`config.mk`:
```
export PLATFORM = sky130hd
export DESIGN_NAME = cordic_vectoring
export DESIGN_NICKNAME = d
export VERILOG_FILES = /design/src/rtl/cordic_pkg.sv /design/src/rtl/cordic_vec_stage.sv /design/src/rtl/cordic_vectoring.sv
export SDC_FILE = /design/constraint.sdc
export NUM_CORES = 1
export LEC_CHECK = 0
export BUFFER_PORTS_ARGS = -buffer_cell sky130_fd_sc_hd__buf_2
export CAP_MARGIN = 15
export CORE_MARGIN = 4
export CORE_UTILIZATION = 50
export CTS_CLUSTER_SIZE = 25
export DETAILED_ROUTE_END_ITERATION = 8
export PLACE_DENSITY = 0.72
export REMOVE_ABC_BUFFERS = 1
export SLEW_MARGIN = 20
export SYNTH_ARGS = -nofsm -noshare
export SYNTH_HDL_FRONTEND = slang
export SYNTH_SLANG_ARGS = --single-unit
```
`constraint.sdc`:
```
create_clock -name Clk -period 5.76 [get_ports Clk]
set_input_delay 0.288 -clock Clk [delete_from_list [all_inputs] [get_ports Clk]]
set_output_delay 0.288 -clock Clk [all_outputs]
set_load 0.05 [all_outputs]
```
`src/rtl/cordic_pkg.sv`:
```
// Shared CORDIC constants: Q3.13 arctan table, angle format and the vectoring FSM states.
package cordic_pkg;

    localparam int ANGLE_FRAC = 13;
    localparam int ANGLE_W    = ANGLE_FRAC + 3;
    localparam int Z_W        = 18;
    localparam int MAX_ITER   = 16;

    localparam logic signed [Z_W-1:0] HALF_PI = 18'sd12868;

    // atan(2^-i) in Q3.13 radians; the last two entries round to zero.
    localparam logic signed [ANGLE_W-1:0] ATAN_TABLE [0:MAX_ITER-1] = '{
        16'sd6434, 16'sd3798, 16'sd2007, 16'sd1019,
        16'sd511,  16'sd256,  16'sd128,  16'sd64,
        16'sd32,   16'sd16,   16'sd8,    16'sd4,
        16'sd2,    16'sd1,    16'sd0,    16'sd0
    };

    typedef enum logic [1:0] {
        ST_IDLE = 2'd0,
        ST_ITER = 2'd1,
        ST_DONE = 2'd2
    } cordic_state_e;

    function automatic logic signed [ANGLE_W-1:0] atan_q13(input logic [3:0] idx);
        return ATAN_TABLE[idx];
    endfunction

endpackage

```
`src/rtl/cordic_vec_stage.sv`:
```
// One combinational vectoring micro-rotation; the caller supplies the shift and arctan entry.
module cordic_vec_stage
    import cordic_pkg::*;
#(
    parameter int XY_W = 19
) (
    input  logic signed [XY_W-1:0]    x_in,
    input  logic signed [XY_W-1:0]    y_in,
    input  logic signed [Z_W-1:0]     z_in,
    input  logic [3:0]                shift,
    input  logic signed [ANGLE_W-1:0] atan,
    output logic signed [XY_W-1:0]    x_out,
    output logic signed [XY_W-1:0]    y_out,
    output logic signed [Z_W-1:0]     z_out
);

    logic signed [XY_W-1:0] x_sh_s;
    logic signed [XY_W-1:0] y_sh_s;
    logic signed [Z_W-1:0]  atan_ext_s;

    // Rotate toward the positive x axis; both updates read the pre-update x and y.
    always_comb begin
        x_sh_s     = x_in >>> shift;
        y_sh_s     = y_in >>> shift;
        atan_ext_s = {{(Z_W-ANGLE_W){atan[ANGLE_W-1]}}, atan};
        if (!y_in[XY_W-1]) begin
            x_out = x_in + y_sh_s;
            y_out = y_in - x_sh_s;
            z_out = z_in + atan_ext_s;
        end else begin
            x_out = x_in - y_sh_s;
            y_out = y_in + x_sh_s;
            z_out = z_in - atan_ext_s;
        end
    end

endmodule

```
`src/rtl/cordic_vectoring.sv`:
```
// Iterative CORDIC vectoring unit: one vector in flight, a single micro-rotation stage reused
// once per cycle, result held until the consumer accepts it.
module cordic_vectoring
    import cordic_pkg::*;
#(
    parameter int ITERATIONS = 16,
    parameter int DATA_W     = 16
) (
    input  logic                Clk,
    input  logic                Reset,
    input  logic                In_valid,
    output logic                In_ready,
    input  logic [DATA_W-1:0]   X_in,
    input  logic [DATA_W-1:0]   Y_in,
    output logic                Out_valid,
    input  logic                Out_ready,
    output logic [DATA_W+1:0]   Magnitude,
    output logic [ANGLE_W-1:0]  Angle
);

    localparam int XY_W  = DATA_W + 3;
    localparam int MAG_W = DATA_W + 2;
    localparam logic [3:0] LAST_CNT = 4'(ITERATIONS - 1);

    cordic_state_e state_r;
    cordic_state_e state_nxt_s;

    logic signed [XY_W-1:0] x_r;
    logic signed [XY_W-1:0] y_r;
    logic signed [Z_W-1:0]  z_r;
    logic [3:0]             iter_cnt_r;
    logic                   zero_r;

    logic                   out_valid_r;
    logic [MAG_W-1:0]       magnitude_r;
    logic [ANGLE_W-1:0]     angle_r;

    logic                   in_ready_s;
    logic                   capture_s;
    logic                   iter_step_s;
    logic                   last_iter_s;
    logic                   out_xfer_s;

    logic signed [XY_W-1:0] x_ext_s;
    logic signed [XY_W-1:0] y_ext_s;
    logic signed [XY_W-1:0] x_pre_s;
    logic signed [XY_W-1:0] y_pre_s;
    logic signed [Z_W-1:0]  z_pre_s;
    logic                   zero_in_s;

    logic signed [XY_W-1:0] x_nxt_s;
    logic signed [XY_W-1:0] y_nxt_s;
    logic signed [Z_W-1:0]  z_nxt_s;

    // State register.
    always_ff @(posedge Clk) begin
        if (Reset) begin
            state_r <= ST_IDLE;
        end else begin
            state_r <= state_nxt_s;
        end
    end

    // Next-state logic.
    always_comb begin
        state_nxt_s = state_r;
        case (state_r)
            ST_IDLE: begin
                if (In_valid) begin
                    state_nxt_s = ST_ITER;
                end else begin
                    state_nxt_s = ST_IDLE;
                end
            end
            ST_ITER: begin
                if (iter_cnt_r == LAST_CNT) begin
                    state_nxt_s = ST_DONE;
                end else begin
                    state_nxt_s = ST_ITER;
                end
            end
            ST_DONE: begin
                if (Out_ready) begin
                    state_nxt_s = ST_IDLE;
                end else begin
                    state_nxt_s = ST_DONE;
                end
            end
            default: state_nxt_s = ST_IDLE;
        endcase
    end

    // State decode: handshake and datapath enables.
    always_comb begin
        in_ready_s  = 1'b0;
        iter_step_s = 1'b0;
        last_iter_s = 1'b0;
        out_xfer_s  = 1'b0;
        case (state_r)
            ST_IDLE: in_ready_s = 1'b1;
            ST_ITER: begin
                iter_step_s = 1'b1;
                last_iter_s = (iter_cnt_r == LAST_CNT);
            end
            ST_DONE: out_xfer_s = Out_ready;
            default: in_ready_s = 1'b0;
        endcase
    end

    assign capture_s = in_ready_s & In_valid;

    // Fold left-half-plane inputs by +/-90 degrees so the iterations only need to cover +/-99.9 degrees.
    always_comb begin
        x_ext_s   = {{(XY_W-DATA_W){X_in[DATA_W-1]}}, X_in};
        y_ext_s   = {{(XY_W-DATA_W){Y_in[DATA_W-1]}}, Y_in};
        zero_in_s = (X_in == {DATA_W{1'b0}}) && (Y_in == {DATA_W{1'b0}});
        if (!x_ext_s[XY_W-1]) begin
            x_pre_s = x_ext_s;
            y_pre_s = y_ext_s;
            z_pre_s = {Z_W{1'b0}};
        end else if (!y_ext_s[XY_W-1]) begin
            x_pre_s = y_ext_s;
            y_pre_s = -x_ext_s;
            z_pre_s = HALF_PI;
        end else begin
            x_pre_s = -y_ext_s;
            y_pre_s = x_ext_s;
            z_pre_s = -HALF_PI;
        end
    end

    cordic_vec_stage #(
        .XY_W (XY_W)
    ) u_stage (
        .x_in  (x_r),
        .y_in  (y_r),
        .z_in  (z_r),
        .shift (iter_cnt_r),
        .atan  (atan_q13(iter_cnt_r)),
        .x_out (x_nxt_s),
        .y_out (y_nxt_s),
        .z_out (z_nxt_s)
    );

    // Working registers: load on capture, advance one micro-rotation per ITER cycle.
    always_ff @(posedge Clk) begin
        if (Reset) begin
            x_r        <= {XY_W{1'b0}};
            y_r        <= {XY_W{1'b0}};
            z_r        <= {Z_W{1'b0}};
            iter_cnt_r <= 4'd0;
            zero_r     <= 1'b0;
        end else if (capture_s) begin
            x_r        <= x_pre_s;
            y_r        <= y_pre_s;
            z_r        <= z_pre_s;
            iter_cnt_r <= 4'd0;
            zero_r     <= zero_in_s;
        end else if (iter_step_s) begin
            x_r        <= x_nxt_s;
            y_r        <= y_nxt_s;
            z_r        <= z_nxt_s;
            iter_cnt_r <= iter_cnt_r + 4'd1;
            zero_r     <= zero_r;
        end else begin
            x_r        <= x_r;
            y_r        <= y_r;
            z_r        <= z_r;
            iter_cnt_r <= iter_cnt_r;
            zero_r     <= zero_r;
        end
    end

    // Result registers: written by the last micro-rotation, held until the output transfer.
    always_ff @(posedge Clk) begin
        if (Reset) begin
            out_valid_r <= 1'b0;
            magnitude_r <= {MAG_W{1'b0}};
            angle_r     <= {ANGLE_W{1'b0}};
        end else if (last_iter_s) begin
            out_valid_r <= 1'b1;
            magnitude_r <= zero_r ? {MAG_W{1'b0}} : x_nxt_s[MAG_W-1:0];
            angle_r     <= zero_r ? {ANGLE_W{1'b0}} : z_nxt_s[ANGLE_W-1:0];
        end else if (out_xfer_s) begin
            out_valid_r <= 1'b0;
            magnitude_r <= magnitude_r;
            angle_r     <= angle_r;
        end else begin
            out_valid_r <= out_valid_r;
            magnitude_r <= magnitude_r;
            angle_r     <= angle_r;
        end
    end

    assign In_ready  = in_ready_s;
    assign Out_valid = out_valid_r;
    assign Magnitude = magnitude_r;
    assign Angle     = angle_r;

endmodule
```
==> flow_metrics.tcl <==
set metrics [dict create \
    status "finished clean" \
    ios 72 \
    vias_per_cell 6.28 \
    synth_top_family_by_area "compound AO/OA/AOI/OAI gates" \
    grt_max_degree 69 \
    synthMuxAreaShare 0.126 \
    async_flop_share 0 \
    synth_area_leaders "dfxtp_1 (19%), ha_1 (7.9%), mux4_2 (7.2%)" \
    cts_sinks 96 \
    start_util 0.508 \
    cp_max_fo 22 \
    gp_congestion 0.968 \
    total_power_w 0.00432 \
    layout_commonest_cell "nor2_1" \
    crit_path_max_incr_delay_ns 0.57 \
    port_buffers 71 \
    synth_top_area_share 0.187 \
    reg2reg_setup_slack_ns 0.52 \
    insertion_delay_ns 0.37 \
    final.period_utilization 0.909 \
    rr_startpoint "iter_cnt_r[1]$_SDFFE_PP0P_" \
    layout_common_cells "nor2_1 (181), nand2_1 (128), a21oi_1 (121)" \
    cts_tree "done" \
    fmax_mhz 191 \
    synth_compound_area_frac 0.246 \
    numCtsBuffers 9 \
    via_count 10400 \
    post_synth_fa_ha_maj_area_fraction 0.0850 \
    fin_cells 1653 \
    hpwl_um 23500 \
    yosys.area_share.xor_xnor 0.0853 \
    p_leak_nw 4.50 \
    endpoint "x_r[18]$_SDFFE_PP0P_" \
    drive_gt1_frac 0.129 \
    cp.arrival_ns 5.53 \
    startpoint "iter_cnt_r[1]$_SDFFE_PP0P_" \
    overflow 0 \
    post_drt_wl_per_cell_um 19.1 \
    yosysTopAreaCell "dfxtp_1" \
    drt_wl_total_um 31600 \
    yosys.area_share.simple 0.221 \
    synth_area_sq_mm 0.0103 \
    synth_cell_types 66 \
    drt_pass1_iterations 5 \
    fin_area_sq_mm 0.0111 \
    worstSetupStartpointType "flop" \
    worst_pin_slew_ns 1.12 \
    crit_required_ns 6.05 \
    grt_pass1_vias 9295 \
    holdCritStartpoint "Out_ready" \
    cts_buffer_depth 2 \
    ys_seq_area_frac 0.187 \
    layout_min_cycle_time_ns 5.24 \
    drt_iter0_drc 874 \
    synth_warnings 0 \
    diodes 0 \
    area_growth_pct 7.83 \
    row_count 52 \
    crit_top_cell "nand2_1" \
    criticalPathCategory "reg2reg" \
    fp.dieH_um 151 \
    slew_viol_final 0 \
    p_per_area_mw_per_mm2 390 \
    die_x_um 151 \
    dieArea_sq_mm 0.0229 \
    synth.avg_cell_area_sq_um 7.52 \
    finalHoldViolCount 0 \
    reg2reg_to "x_r[18]$_SDFFE_PP0P_" \
    placed_area_sq_mm 0.0108 \
    critPathCaptureType "flop" \
    worst_path_max_delay_cell "mux4_2" \
    synth_seq_cells 96 \
    htreeDepth 3 \
    root_buffer "clkbuf_16" \
    ys_dominant_reg_cell "dfxtp_1" \
    grt_pass1_wl_um 49600 \
    path_clk_slew_ns 0.09 \
    peakVddDrop_v 0.000228 \
    grt_usage 0.272 \
    ant_nets 0 \
    placed_cells 1637 \
    coreArea_sq_mm 0.0202 \
    slew-limit-headroom 0.244 \
    grt_setup_unrepaired "false" \
    antenna_found_initial 0 \
    maxCapViolCount 0 \
    synth_edf_count 0 \
    r2r.worst_path.cells 20 \
    post-route-drc-count 0 \
    clock-skew-final_ns 0.0118 \
    hp-class "in2reg" \
    synthCells 1366 \
    crit_chain "mux4_2 > nand2_1 > a21boi_0 > mux2i_1 > inv_1 > ha_1 > nand2_1 > o22ai_1 > nor2_1 > xor2_1 > ha_1 > nand2_1 > a211oi_1 > nor4bb_1 > nor4_1 > o21a_1 > o221ai_1 > xnor2_1 > or3_1 > a31oi_1" \
    nets 1482 \
    timing.final.setup_violations 0 \
]
## worst min path at each step
stage,endpoint,slack (ns),depth (start not counted)
final,state_r[1]$_SDFF_PP0_,0.20,4
after global routing,state_r[1]$_SDFF_PP0_,0.22,4
after CTS,state_r[1]$_SDFF_PP0_,0.20,4
after detailed placement,Magnitude[7]$_SDFFE_PP0P_,0.46,2
after global placement,Magnitude[14]$_SDFFE_PP0P_,0.45,2
after floorplan,Magnitude[14]$_SDFFE_PP0P_,0.36,1
## synthesized netlist by cell type (all sizes together) (6+ instances only)
library cell / instances
nor2: 181
nand2: 129
a21oi: 121
dfxtp: 96
ha: 65
clkbuf: 62
o21ai: 59
xnor2: 59
nor3: 45
xor2: 41
mux2i: 38
nand3: 38
inv: 37
a22oi: 33
mux4: 33
buf: 29
a211oi: 27
a31oi: 21
a21o: 20
o211ai: 16
mux2: 15
nand2b: 14
a221oi: 13
or3: 13
nand3b: 12
nor2b: 12
o31ai: 11
a311oi: 10
o22ai: 10
and2: 9
o21a: 9
or2: 8
and3: 7
a31o: 6
nand4: 6
nor3b: 6
o221ai: 6
## state kept, by name, summed over array words and instances, names as in the netlist
signal and flops:
Angle 16, Magnitude 18, Out_valid 1, iter_cnt_r 4, state_r 2, x_r 19, y_r 19, z_r 16
zero_r 1
## layer usage
layer	GRT usage	part of all wire	vias up
met1	0.351	0.42	4855
met4	0.137	0.052	0
met3	0.0485	0.072	79
met2	0.435	0.46	427
met5	0	0	-
li1	-	-	5021
## worst max-delay path: cells and delay by family (launching register included)
| kind | cells | cell delay [ns] |
|---|---|---|
| buffers and inverters | 1 | 0.09 |
| AO/OA/AOI/OAI | 6 | 1.56 |
| adder cells (fa/ha/maj) | 2 | 0.54 |
| multiplexers | 2 | 0.71 |
| XOR/XNOR | 2 | 0.34 |
| AND/OR/NAND/NOR | 7 | 1.37 |
| flip-flops | 1 | 0.56 |
## layout make-up
| cell class | count | area [sq um] |
|---|---|---|
| multi-input combinational | 1140 | 7840 |
| sequential | 96 | 1930 |
| timing repair buffer | 92 | 515 |
| clock buffer | 9 | 225 |
| tap | 270 | 338 |
| inverter | 39 | 146 |
| clock inverter | 7 | 83.8 |
| fill | 1900 | 9160 |
## through the flow
stage	worst slack (ns)	setup TNS, ns	utilization	hold WS [ns]
2_1_floorplan	-0.381	-3.99	-	0.357
3_5_place_dp	0.465	0	0.532	0.457
6_report	0.522	0	0.547	0.203
4_1_cts	0.425	0	0.547	0.201
5_1_grt	0.117	0	0.547	0.222
3_3_place_gp	0.625	0	0.532	0.455
## report_power, final
| group | total [W] | internal, W | switching (W) |
|---|---|---|---|
| clock | 0.000657 | 0.000316 | 0.000341 |
| sequential | 0.000924 | 0.000743 | 0.000181 |
| combinational | 0.00274 | 0.00116 | 0.00158 |
| total | 0.00432 | 0.00222 | 0.00210 |
## kinds of logic (layout without fill, tap and decap cells)
| logic type | after synthesis | count (layout) |
|---|---|---|
| AOI/OAI and AO/OA | 391 | 391 |
| xor gates and xnor gates | 100 | 100 |
| adders and majority gates | 68 | 68 |
| buffers and inverters | 130 | 147 |
| DFF | 96 | 96 |
| muxes | 86 | 86 |
| and+or+nand+nor | 495 | 495 |
## what timing repair did
item | in CTS | in global routing
hold buffers | 0 | 0
setup endpoints to repair | 0 | 2
buffers inserted | 0 | 0
endpoints found under the hold margin | 0 | 0
resized for setup | 0 | 1
(Power assumes the default switching activity.)
